## config.mk

```make
export PLATFORM = sky130hd
export DESIGN_NAME = dnn_param_loader_flat
export DESIGN_NICKNAME = d
export VERILOG_FILES = /design/src/rtl/dnn_param_loader_pkg.sv /design/src/rtl/dnn_param_loader_if.sv /design/src/rtl/dnn_ldr_slot_decode.sv /design/src/rtl/dnn_param_loader.sv /design/src/flat_wrapper.sv
export SDC_FILE = /design/constraint.sdc
export NUM_CORES = 1
export LEC_CHECK = 0
export CORE_MARGIN = 8
export CORE_UTILIZATION = 49
export DETAILED_ROUTE_END_ITERATION = 10
export PLACE_DENSITY = 0.8
export SYNTH_ARGS = -nofsm -noshare
export SYNTH_HDL_FRONTEND = slang
export SYNTH_SLANG_ARGS = --single-unit
```

## constraint.sdc

```tcl
create_clock -name clk -period 2.5 [get_ports clk]
set_input_delay 0.5 -clock clk [delete_from_list [all_inputs] [get_ports clk]]
set_output_delay 0.5 -clock clk [all_outputs]
set_load 0.05 [all_outputs]
```

## src/rtl/dnn_param_loader_pkg.sv

```systemverilog
// Shared constants and types for the dnn parameter loader.
//   DW/N_IN/N_HID/N_OUT : network geometry of the 4-4-2 datapath
//   N_W1/N_W2/FRAME_LEN : derived weight counts and full frame length
//   ldr_state_t         : loader FSM states
//   word_t              : one signed stream word
package dnn_pkg;
  localparam int DW        = 5;
  localparam int N_IN      = 4;
  localparam int N_HID     = 4;
  localparam int N_OUT     = 2;
  localparam int N_W1      = N_IN * N_HID;
  localparam int N_W2      = N_HID * N_OUT;
  localparam int FRAME_LEN = N_IN + N_W1 + N_W2;
  localparam int CNT_W     = $clog2(FRAME_LEN);

  typedef enum logic [1:0] {IDLE, LOAD, FIRE, WAIT} ldr_state_t;
  typedef logic signed [DW-1:0] word_t;
endpackage

```

## src/rtl/dnn_param_loader_if.sv

```systemverilog
// Word stream into the loader.
//   s_data   : signed word         s_valid : word present
//   s_last   : final word of frame s_x_only: inputs-only frame (first word)
//   s_ready  : loader accepts (transfer = s_valid & s_ready)
interface dnn_param_loader_if;
  dnn_pkg::word_t s_data;
  logic           s_valid;
  logic           s_last;
  logic           s_x_only;
  logic           s_ready;

  modport master (output s_data, s_valid, s_last, s_x_only, input s_ready);
  modport slave  (input s_data, s_valid, s_last, s_x_only, output s_ready);
endinterface

```

## src/rtl/dnn_ldr_slot_decode.sv

```systemverilog
// Frame index -> one-hot operand slot write enable.
//   idx_i : word index within frame   en_i : write this cycle
//   we_o  : one bit per operand slot
module dnn_ldr_slot_decode
  import dnn_pkg::*;
(
  input  logic [CNT_W-1:0]     idx_i,
  input  logic                 en_i,
  output logic [FRAME_LEN-1:0] we_o
);
  for (genvar k = 0; k < FRAME_LEN; k++) begin : g_slot
    assign we_o[k] = en_i && (idx_i == CNT_W'(k));
  end
endmodule

```

## src/rtl/dnn_param_loader.sv

```systemverilog
// Assembles x / layer-1 / layer-2 operands from a word stream, launches the
// dnn with a one-cycle in_ready and waits for both output completions.
//   clk, rst_n          : clock, async active-low reset
//   s                   : word stream (slave side)
//   x_flat/w1_flat/w2_flat : operand buses, stable while busy
//   in_ready            : launch pulse      out10/11_ready : completion
//   weights_vld, busy   : status            frame_err, timeout_err : pulses
module dnn_param_loader
  import dnn_pkg::*;
#(
  parameter int WAIT_MAX = 15
) (
  input  logic                 clk,
  input  logic                 rst_n,
  dnn_param_loader_if.slave    s,
  output logic [N_IN*DW-1:0]   x_flat,
  output logic [N_W1*DW-1:0]   w1_flat,
  output logic [N_W2*DW-1:0]   w2_flat,
  output logic                 in_ready,
  input  logic                 out10_ready,
  input  logic                 out11_ready,
  output logic                 weights_vld,
  output logic                 busy,
  output logic                 frame_err,
  output logic                 timeout_err
);
  localparam int TMR_W = $clog2(WAIT_MAX + 1);

  ldr_state_t                  state_q, state_d;
  logic [CNT_W-1:0]            cnt_q, cnt_d;
  logic [TMR_W-1:0]            tmr_q, tmr_d;
  logic                        mode_q, mode_d;   // 1 = x-only frame
  logic                        wvld_q, wvld_d;
  logic                        ferr_q, ferr_d;
  logic [FRAME_LEN-1:0][DW-1:0] slot_q;
  logic [FRAME_LEN-1:0]        we;

  logic             rdy, xfer, done, cur_mode, wr_en;
  logic [CNT_W-1:0] cur_idx, last_idx;

  dnn_ldr_slot_decode u_dec (.idx_i(cur_idx), .en_i(wr_en), .we_o(we));

  always_comb begin
    state_d     = state_q;
    cnt_d       = cnt_q;
    tmr_d       = tmr_q;
    mode_d      = mode_q;
    wvld_d      = wvld_q;
    ferr_d      = 1'b0;
    in_ready    = 1'b0;
    timeout_err = 1'b0;
    wr_en       = 1'b0;
    done        = out10_ready & out11_ready;
    // Gate with rst_n so the stream sees not-ready during reset.
    rdy         = rst_n && (state_q == IDLE || state_q == LOAD);
    xfer        = s.s_valid & rdy;
    // First word of a frame decides the mode; stored weights are required.
    cur_mode    = (state_q == IDLE) ? (s.s_x_only & wvld_q) : mode_q;
    cur_idx     = (state_q == IDLE) ? '0 : cnt_q;
    last_idx    = cur_mode ? CNT_W'(N_IN - 1) : CNT_W'(FRAME_LEN - 1);

    case (state_q)
      IDLE, LOAD: begin
        if (xfer) begin
          wr_en  = 1'b1;
          mode_d = cur_mode;
          if (cur_idx == last_idx && s.s_last) begin
            state_d = FIRE;
            cnt_d   = '0;
            if (!cur_mode) wvld_d = 1'b1;
          end else if (cur_idx == last_idx || s.s_last) begin
            // Misplaced s_last: a full frame has already overwritten weights.
            state_d = IDLE;
            cnt_d   = '0;
            ferr_d  = 1'b1;
            if (!cur_mode) wvld_d = 1'b0;
          end else begin
            state_d = LOAD;
            cnt_d   = cur_idx + CNT_W'(1);
          end
        end
      end
      FIRE: begin
        in_ready = 1'b1;
        tmr_d    = '0;
        state_d  = WAIT;
      end
      WAIT: begin
        if (done) begin
          state_d = IDLE;
          tmr_d   = '0;
        end else if (tmr_q == TMR_W'(WAIT_MAX)) begin
          timeout_err = 1'b1;
          state_d     = IDLE;
          tmr_d       = '0;
        end else begin
          tmr_d = tmr_q + TMR_W'(1);
        end
      end
      default: state_d = IDLE;
    endcase
  end

  always_ff @(posedge clk or negedge rst_n) begin
    if (!rst_n) begin
      state_q <= IDLE;
      cnt_q   <= '0;
      tmr_q   <= '0;
      mode_q  <= 1'b0;
      wvld_q  <= 1'b0;
      ferr_q  <= 1'b0;
      slot_q  <= '0;
    end else begin
      state_q <= state_d;
      cnt_q   <= cnt_d;
      tmr_q   <= tmr_d;
      mode_q  <= mode_d;
      wvld_q  <= wvld_d;
      ferr_q  <= ferr_d;
      for (int k = 0; k < FRAME_LEN; k++)
        if (we[k]) slot_q[k] <= s.s_data;
    end
  end

  assign s.s_ready   = rdy;
  assign x_flat      = slot_q[N_IN-1:0];
  assign w1_flat     = slot_q[N_IN+N_W1-1:N_IN];
  assign w2_flat     = slot_q[FRAME_LEN-1:N_IN+N_W1];
  assign weights_vld = wvld_q;
  assign busy        = (state_q == FIRE) || (state_q == WAIT);
  assign frame_err   = ferr_q;
endmodule

```

## src/flat_wrapper.sv

```systemverilog
// flat-port wrapper written by rule: the top's interface ports become plain ports
module dnn_param_loader_flat import dnn_pkg::*;
#(
  parameter int WAIT_MAX = 15
)
  (clk, rst_n, x_flat, w1_flat, w2_flat, in_ready, out10_ready, out11_ready, weights_vld, busy, frame_err, timeout_err, s_s_data, s_s_valid, s_s_last, s_s_x_only, s_s_ready);
  dnn_param_loader_if s_i ();
  input  logic clk;
  input  logic rst_n;
  output logic [N_IN*DW-1:0] x_flat;
  output logic [N_W1*DW-1:0] w1_flat;
  output logic [N_W2*DW-1:0] w2_flat;
  output logic in_ready;
  input  logic out10_ready;
  input  logic out11_ready;
  output logic weights_vld;
  output logic busy;
  output logic frame_err;
  output logic timeout_err;
  input wire logic [$bits(s_i.s_data)-1:0] s_s_data;
  input wire logic [$bits(s_i.s_valid)-1:0] s_s_valid;
  input wire logic [$bits(s_i.s_last)-1:0] s_s_last;
  input wire logic [$bits(s_i.s_x_only)-1:0] s_s_x_only;
  output wire logic [$bits(s_i.s_ready)-1:0] s_s_ready;
  assign s_i.s_data = s_s_data;
  assign s_i.s_valid = s_s_valid;
  assign s_i.s_last = s_s_last;
  assign s_i.s_x_only = s_s_x_only;
  assign s_s_ready = s_i.s_ready;
  dnn_param_loader #(.WAIT_MAX(WAIT_MAX)) u_core (.clk(clk), .rst_n(rst_n), .s(s_i), .x_flat(x_flat), .w1_flat(w1_flat), .w2_flat(w2_flat), .in_ready(in_ready), .out10_ready(out10_ready), .out11_ready(out11_ready), .weights_vld(weights_vld), .busy(busy), .frame_err(frame_err), .timeout_err(timeout_err));
endmodule
```

==> results.md, run 1 <==
* DRC Markers at 0
* Worst Path Max Fanout at 13
* Post-CTS Setup Repair Bufs at 0
* Reg2Reg Setup Slack at 0.19 ns
* Clk slew on worst S/H paths at about 0.060 ns
* GR Util All Layers at roughly a fifth
* Chip height at approximately 130 um
* Fill count at ~920
* Post-Syn Instances at 447
* Worst Setup Start Kind: register
* Antenna Violating Nets Remaining at 0
* Ys flop type: dfrtp_1
* Max frequency at between 400 and 500 MHz
* DR vias at between 4000 and 5000
* Ports at roughly 160
* Ranking of synthesized cells by area: dfrtp_1, mux2_2, ha_1
* CTS Root Cell: clkbuf_16
* Worst reg2reg startpoint: u_core.state_q[1]$_DFFE_PN0P_
* Most numerous cell in the Yosys netlist: dfrtp_1
* Port buffer count at around 160
* Slew @ Worst Pin at 0.764 ns
* Grt total ovfl at 0
* Via density at approximately 5.3
* Crit path from: u_core.state_q[1]$_DFFE_PN0P_
* Max-cap violations at 0
* Post-synth EDFFs at 0
* Synth Area in XOR/XNOR at 0%
* Final setup fails at 0
* Leakage at approximately 4.2 nW
* Capturing point of the worst reg2reg path: u_core.w1_flat[4]$_DFFE_PN0P_
* Arr. time, crit path at around 1.9 ns
* Crit end category: output pin
* Outcome: finished, final reports clean
* Setup crit end: busy
* RSZ-0062 raised after global routing: no
* Fin nets at 638
* Setup tns final at 0 ns
* Number of synthesized register bits at between 150 and 200
* Die area at 16900 um^2
* CTS sink cnt at 154
* Clock buffer count from CTS at 17
* Dpl cells at slightly below 800
* Final slew viol count at 0
* Crit-path slowest cell: clkdlybuf4s50_1
* Worst r2r path cells at 8
* Sequential area share after synthesis at about three fifths
* Period utilization at 96.6%
* Crit path required time at ~2.0 ns
* Synth Area in Compound Gates at 2.51%
* Power density cells at just over 700 nW/um^2
* Routed length per instance at ~21 um
* Antenna violations before repair at 0
* Net Sw Frac at about 30%
* Post-Route WL at between 15000 and 20000 um
* Routability cong. at about 0.86
* Clock power frac at around 40%
* Row Count at just over 40
* Share of cells above drive strength 1 at approximately a third
* Slew Limit Headroom at roughly half
* Vias in the first global route at ~4600
* Post-synthesis mux area share at about a quarter
* Number of detailed-route iterations in the first pass at 4
* Final cell count without fillers at between 800 and 900
* Drt initial violations at 274
* Cell variety after synth at 38
* Top-area cell type share of the netlist area at about three fifths
* Clock Latency Late Sink at between 0.4 and 0.5 ns
* Starting density of the core at between 50% and 60%
* First-pass GRT wire length at about 26000 um
* Max IR drop VDD at approximately 0.6 mV
* Min-Delay Path Class: in2async
* Critical path class: reg2out
* Post-synth top cells: dfrtp_1, mux2_2, nor2_1
* Crit path time final at 2.41 ns
* HPWL Detailed at between 10000 and 15000 um
* Max incr delay on CP at 0.82 ns
* Ys Warns at 0
* Largest family of logic cells by synthesized area: multiplexers
* Simple-Gate Fraction of Synth Area at under 10%
* Skew final at between 0.005 and 0.006 ns
* CORE AREA at about 13000 um^2
* CTS tree: done
* Sequential Power Share at between 40 and 50%
* Mapped Area at 6380 um^2
* Synthesized area per cell at 14.3 um^2
* Ys async rst share at 100%
* Dominant cell type by area after synthesis: dfrtp_1
* Largest net degree at the start of global routing at about 140
* H-tree Lvls at 4
* Design Power at just over 6 mW
* Endpoints failing hold at 0
* CTS Buffer Depth at 2
* Switching pwr at roughly 1.8 mW
* Comb power frac at between 15 and 20%
* DIE WIDTH at about 130 um
* Area delta synth->final at 38.1%
* Syn nets at roughly 470
* Synth Area in Adders at under 10%
* Crit path cell chain: buf_4 > clkdlybuf4s50_1
* Ant diodes at 0
* Int Power at 4.38 mW
what timing repair did:
item / CTS / global route
endpoints found under the setup margin: 0 / 2
hold buffers: 0 / 0
resized for setup: 0 / 1
final cells by class:
| cell class | instances | area, um^2 | area share [%] |
|---|---|---|---|
| sequential | 154 | 3850 | 43.8 |
| multi-input combinational | 255 | 2340 | 26.6 |
| timing repair buffer | 183 | 1800 | 20.4 |
| clock buffer | 18 | 439 | 4.99 |
| tap | 172 | 215 | 2.44 |
| clock inverter | 14 | 138 | 1.56 |
| inverter | 5 | 18.8 | 0.213 |
per-layer routing:
| metal | track usage (%) | up-vias | routed length, um |
|---|---|---|---|
| met1 | 22.6 | 2206 | 6360 |
| met5 | 0 | - | 0 |
| met4 | 7.17 | 0 | 248 |
| li1 | - | 1899 | - |
| met2 | 33.4 | 136 | 8330 |
| met3 | 10.2 | 23 | 1770 |
kinds of logic (layout without fill, tap and decap cells):
group / Yosys count / count (layout)
simple gates: 79 / 79
compound gates: 23 / 23
flops: 154 / 154
mux: 143 / 143
buf+inv: 38 / 220
fa+ha+maj: 10 / 10
per-stage QoR:
stage,setup WS (ns),util [%],hold slack (ns),area (um^2)
2_1_floorplan,0.120,-,0.204,6380
3_3_place_gp,0.103,64.9,0.473,8230
3_5_place_dp,0.0236,64.9,0.493,8230
4_1_cts,0.0783,69.5,0.0364,8800
5_1_grt,0.00966,69.5,0.0529,8810
6_report,0.0852,69.5,0.0486,8810
flip-flops by register name, summed over array words and instances, names as in the netlist:
register,count
u_core.cnt_q,5
u_core.frame_err,1
u_core.mode_q,1
u_core.state_q,2
u_core.tmr_q,4
u_core.w1_flat,80
u_core.w2_flat,40
u_core.weights_vld,1
u_core.x_flat,20
power by group through the flow:
stage	combinational [mW]	clock (mW)	sequential, mW
after floorplan	0.205	0	3.14
after global placement	1.01	0	2.73
after detailed placement	1.02	0	2.74
after CTS	1.02	2.54	2.70
after global routing	1.06	2.64	2.71
final	1.01	2.50	2.69
critical path, delay by kind of cell, from the launching register on:
kind     cells  cell delay, ns
buf+inv      2            1.05
flops        1            0.44
cell usage in the layout, fill, tap and decap left out, types with 2 or more instances in the layout:
cell type	synthesis	layout
nand3_1	13	13
o21ai_0	4	4
and3_1	6	6
buf_12	0	3
a21oi_1	3	3
nand3b_1	2	2
or2_1	5	5
nor3_1	4	4
mux2_4	8	8
nor2_1	19	18
nand4_1	2	2
nor3b_1	2	2
nand3_2	2	2
and2_1	4	4
a21o_1	2	2
mux2_2	133	133
o21a_1	3	3
inv_6	0	6
clkdlybuf4s50_1	0	153
clkinvlp_4	0	4
ha_1	10	10
inv_1	5	5
mux2i_1	2	2
a22o_1	3	3
o31ai_1	4	4
buf_4	3	26
nand2_1	13	13
clkbuf_16	0	17
nor2b_1	2	2
dfrtp_1	154	154
how the worst min path moves through the flow:
stage,end,slack (ns),cells after the start
finish,u_core.cnt_q[0]$_DFFE_PN0P_,0.05,2
global route,u_core.cnt_q[0]$_DFFE_PN0P_,0.05,2
CTS,u_core.cnt_q[4]$_DFFE_PN0P_,0.04,2
detailed placement,u_core.w2_flat[21]$_DFFE_PN0P_,0.49,1
global placement,u_core.cnt_q[1]$_DFFE_PN0P_,0.47,2
floorplan,u_core.cnt_q[0]$_DFFE_PN0P_,0.20,0
Power figures use the tool's default switching activity.
==> run 2, diff against run 1 <==
Settings changed: CORE_ASPECT_RATIO set to 0.75.
==> results.md, run 2 (same netlist as run 1, synthesis figures left out) <==
* Outcome: finished, final reports clean
* Clk slew on worst S/H paths at roughly 0.060 ns
* Critical path class: reg2reg
* Design Power at between 6 and 7 mW
* Pre-CTS setup slack at around 0.000023 ns
* Clock Latency Late Sink at 0.43 ns
* Vias in the first global route at 4772
* Slew @ Worst Pin at between 1 and 1.5 ns
* Port buffer count at between 150 and 200
* Routed length per instance at roughly 22 um
* CTS sink cnt at about 150
* Most frequent cells in the layout: dfrtp_1, clkdlybuf4s50_1, mux2_2
* Min-Delay Path Class: in2async
* Ports at 158
* Post-CTS Setup Repair Bufs at 0
* Area delta synth->final at 38.3%
* First-pass GRT wire length at 27000 um
* Crit end category: register
* Post-Route WL at approximately 17000 um
* Skew final at between 0.015 and 0.02 ns
* Ant diodes at 0
* CTS Root Cell: clkbuf_16
* Chip height at between 100 and 150 um
* Share of cells above drive strength 1 at 33.0%
* Die area at ~17000 um^2
* Largest net degree at the start of global routing at between 90 and 100
* Setup tns final at 0 ns
* DR vias at 4244
* Drt initial violations at just over 200
* Max IR drop VDD at 0.603 mV
* Endpoints failing hold at 0
* Via density at about 5.3
* Uppermost layer routed: met4
* RSZ-0062 raised after global routing: no
* Fin nets at ~630
* H-tree Lvls at 4
* Number of detailed-route iterations in the first pass at 4
* Reg2Reg Setup Slack at between 0.1 and 0.15 ns
* Grt total ovfl at 0
* Antenna violations before repair at 0
* Largest register FFs at 80
* CTS Hold Bufs at 0
* Max-cap violations at 0
* CORE AREA at 12800 um^2
* Metal2 WL at roughly 7900 um
* DRC Markers at 0
* Arr. time, crit path at approximately 2.7 ns
* HPWL Detailed at between 10000 and 15000 um
* Crit path time final at about 2.4 ns
* Final instance area at around 9000 um^2
* Leakage at between 4 and 5 nW
* CTS Buffer Depth at 2
* Power density cells at about 730 nW/um^2
* Final slew viol count at 0
* CTS tree: done
* GR Util All Layers at roughly a fifth
* Crit path required time at roughly 2.8 ns
* Worst Setup Start Kind: register
* Clock buffer count from CTS at 17
* Starting density of the core at 49.7%
* Final WS setup at ~0.15 ns
* Period utilization at a little over nine tenths
* Row Count at 36
* Antenna Violating Nets Remaining at 0
* Post-DP Area at 8180 um^2
* Commonest non-fill, non-tap cell in the layout: dfrtp_1
* DIE WIDTH at between 100 and 150 um
* Cts repair resizes at 0
* Fill count at 900
* M1 WL at ~7400 um
* Slew Limit Headroom at between 20% and 30%
* Worst Path Max Fanout at 6
* Met3 wire len at 1700 um
* Routability cong. at between 0.8 and 0.9
* Final setup fails at 0
* Max frequency at 426 MHz
* Fin util at between 60% and 70%
-- run 2: layout make-up --
type	count	area [um^2]	area share (%)
sequential	154	3850	43.7
clock inverter	10	139	1.57
timing repair buffer	179	1760	19.9
tap	171	214	2.42
clock buffer	22	494	5.60
multi-input combinational	255	2350	26.6
inverter	5	18.8	0.213
-- run 2: critical path: stages (launching register included) --
cell	delay [ns]
dfrtp_1	0.40
or2_1	0.32
and2_1	0.24
inv_1	0.10
ha_1	0.20
nand4_1	0.21
nor2_1	0.39
mux2_2	0.39
-- run 2: stage by stage --
stage | hold WS, ns | cells
floorplan | 0.204 | 447
global placement | 0.480 | 764
detailed placement | 0.493 | 764
CTS | 0.296 | 796
global route | 0.341 | 796
finish | 0.276 | 796
-- run 2: path summary, 6_finish.rpt --
check | depth (start not counted) | endpoint | from
worst max-delay path | 7 | u_core.w1_flat[62]$_DFFE_PN0P_ | u_core.state_q[1]$_DFFE_PN0P_
worst min-delay path | 2 | u_core.mode_q$_DFFE_PN0P_ | rst_n
worst max register to register | 7 | u_core.w1_flat[62]$_DFFE_PN0P_ | u_core.state_q[1]$_DFFE_PN0P_
worst min register to register | 1 | u_core.w1_flat[2]$_DFFE_PN0P_ | u_core.w1_flat[2]$_DFFE_PN0P_
max in group asynchronous | 2 | u_core.w2_flat[17]$_DFFE_PN0P_ | rst_n
min in group clk | 1 | u_core.w1_flat[2]$_DFFE_PN0P_ | u_core.w1_flat[2]$_DFFE_PN0P_
-- run 2: layer usage --
layer | GRT usage (%) | vias to the layer above
met4 | 6.71 | 0
met5 | 0 | -
met1 | 25.6 | 2186
li1 | - | 1890
met3 | 9.36 | 16
met2 | 32.0 | 152
-- run 2: where the power goes --
part / switching [mW] / leakage, nW / internal (mW)
Combinational: 0.679 / 1.76 / 0.341
Clock: 1.00 / 0.312 / 1.70
Sequential: 0.0804 / 2.12 / 2.62
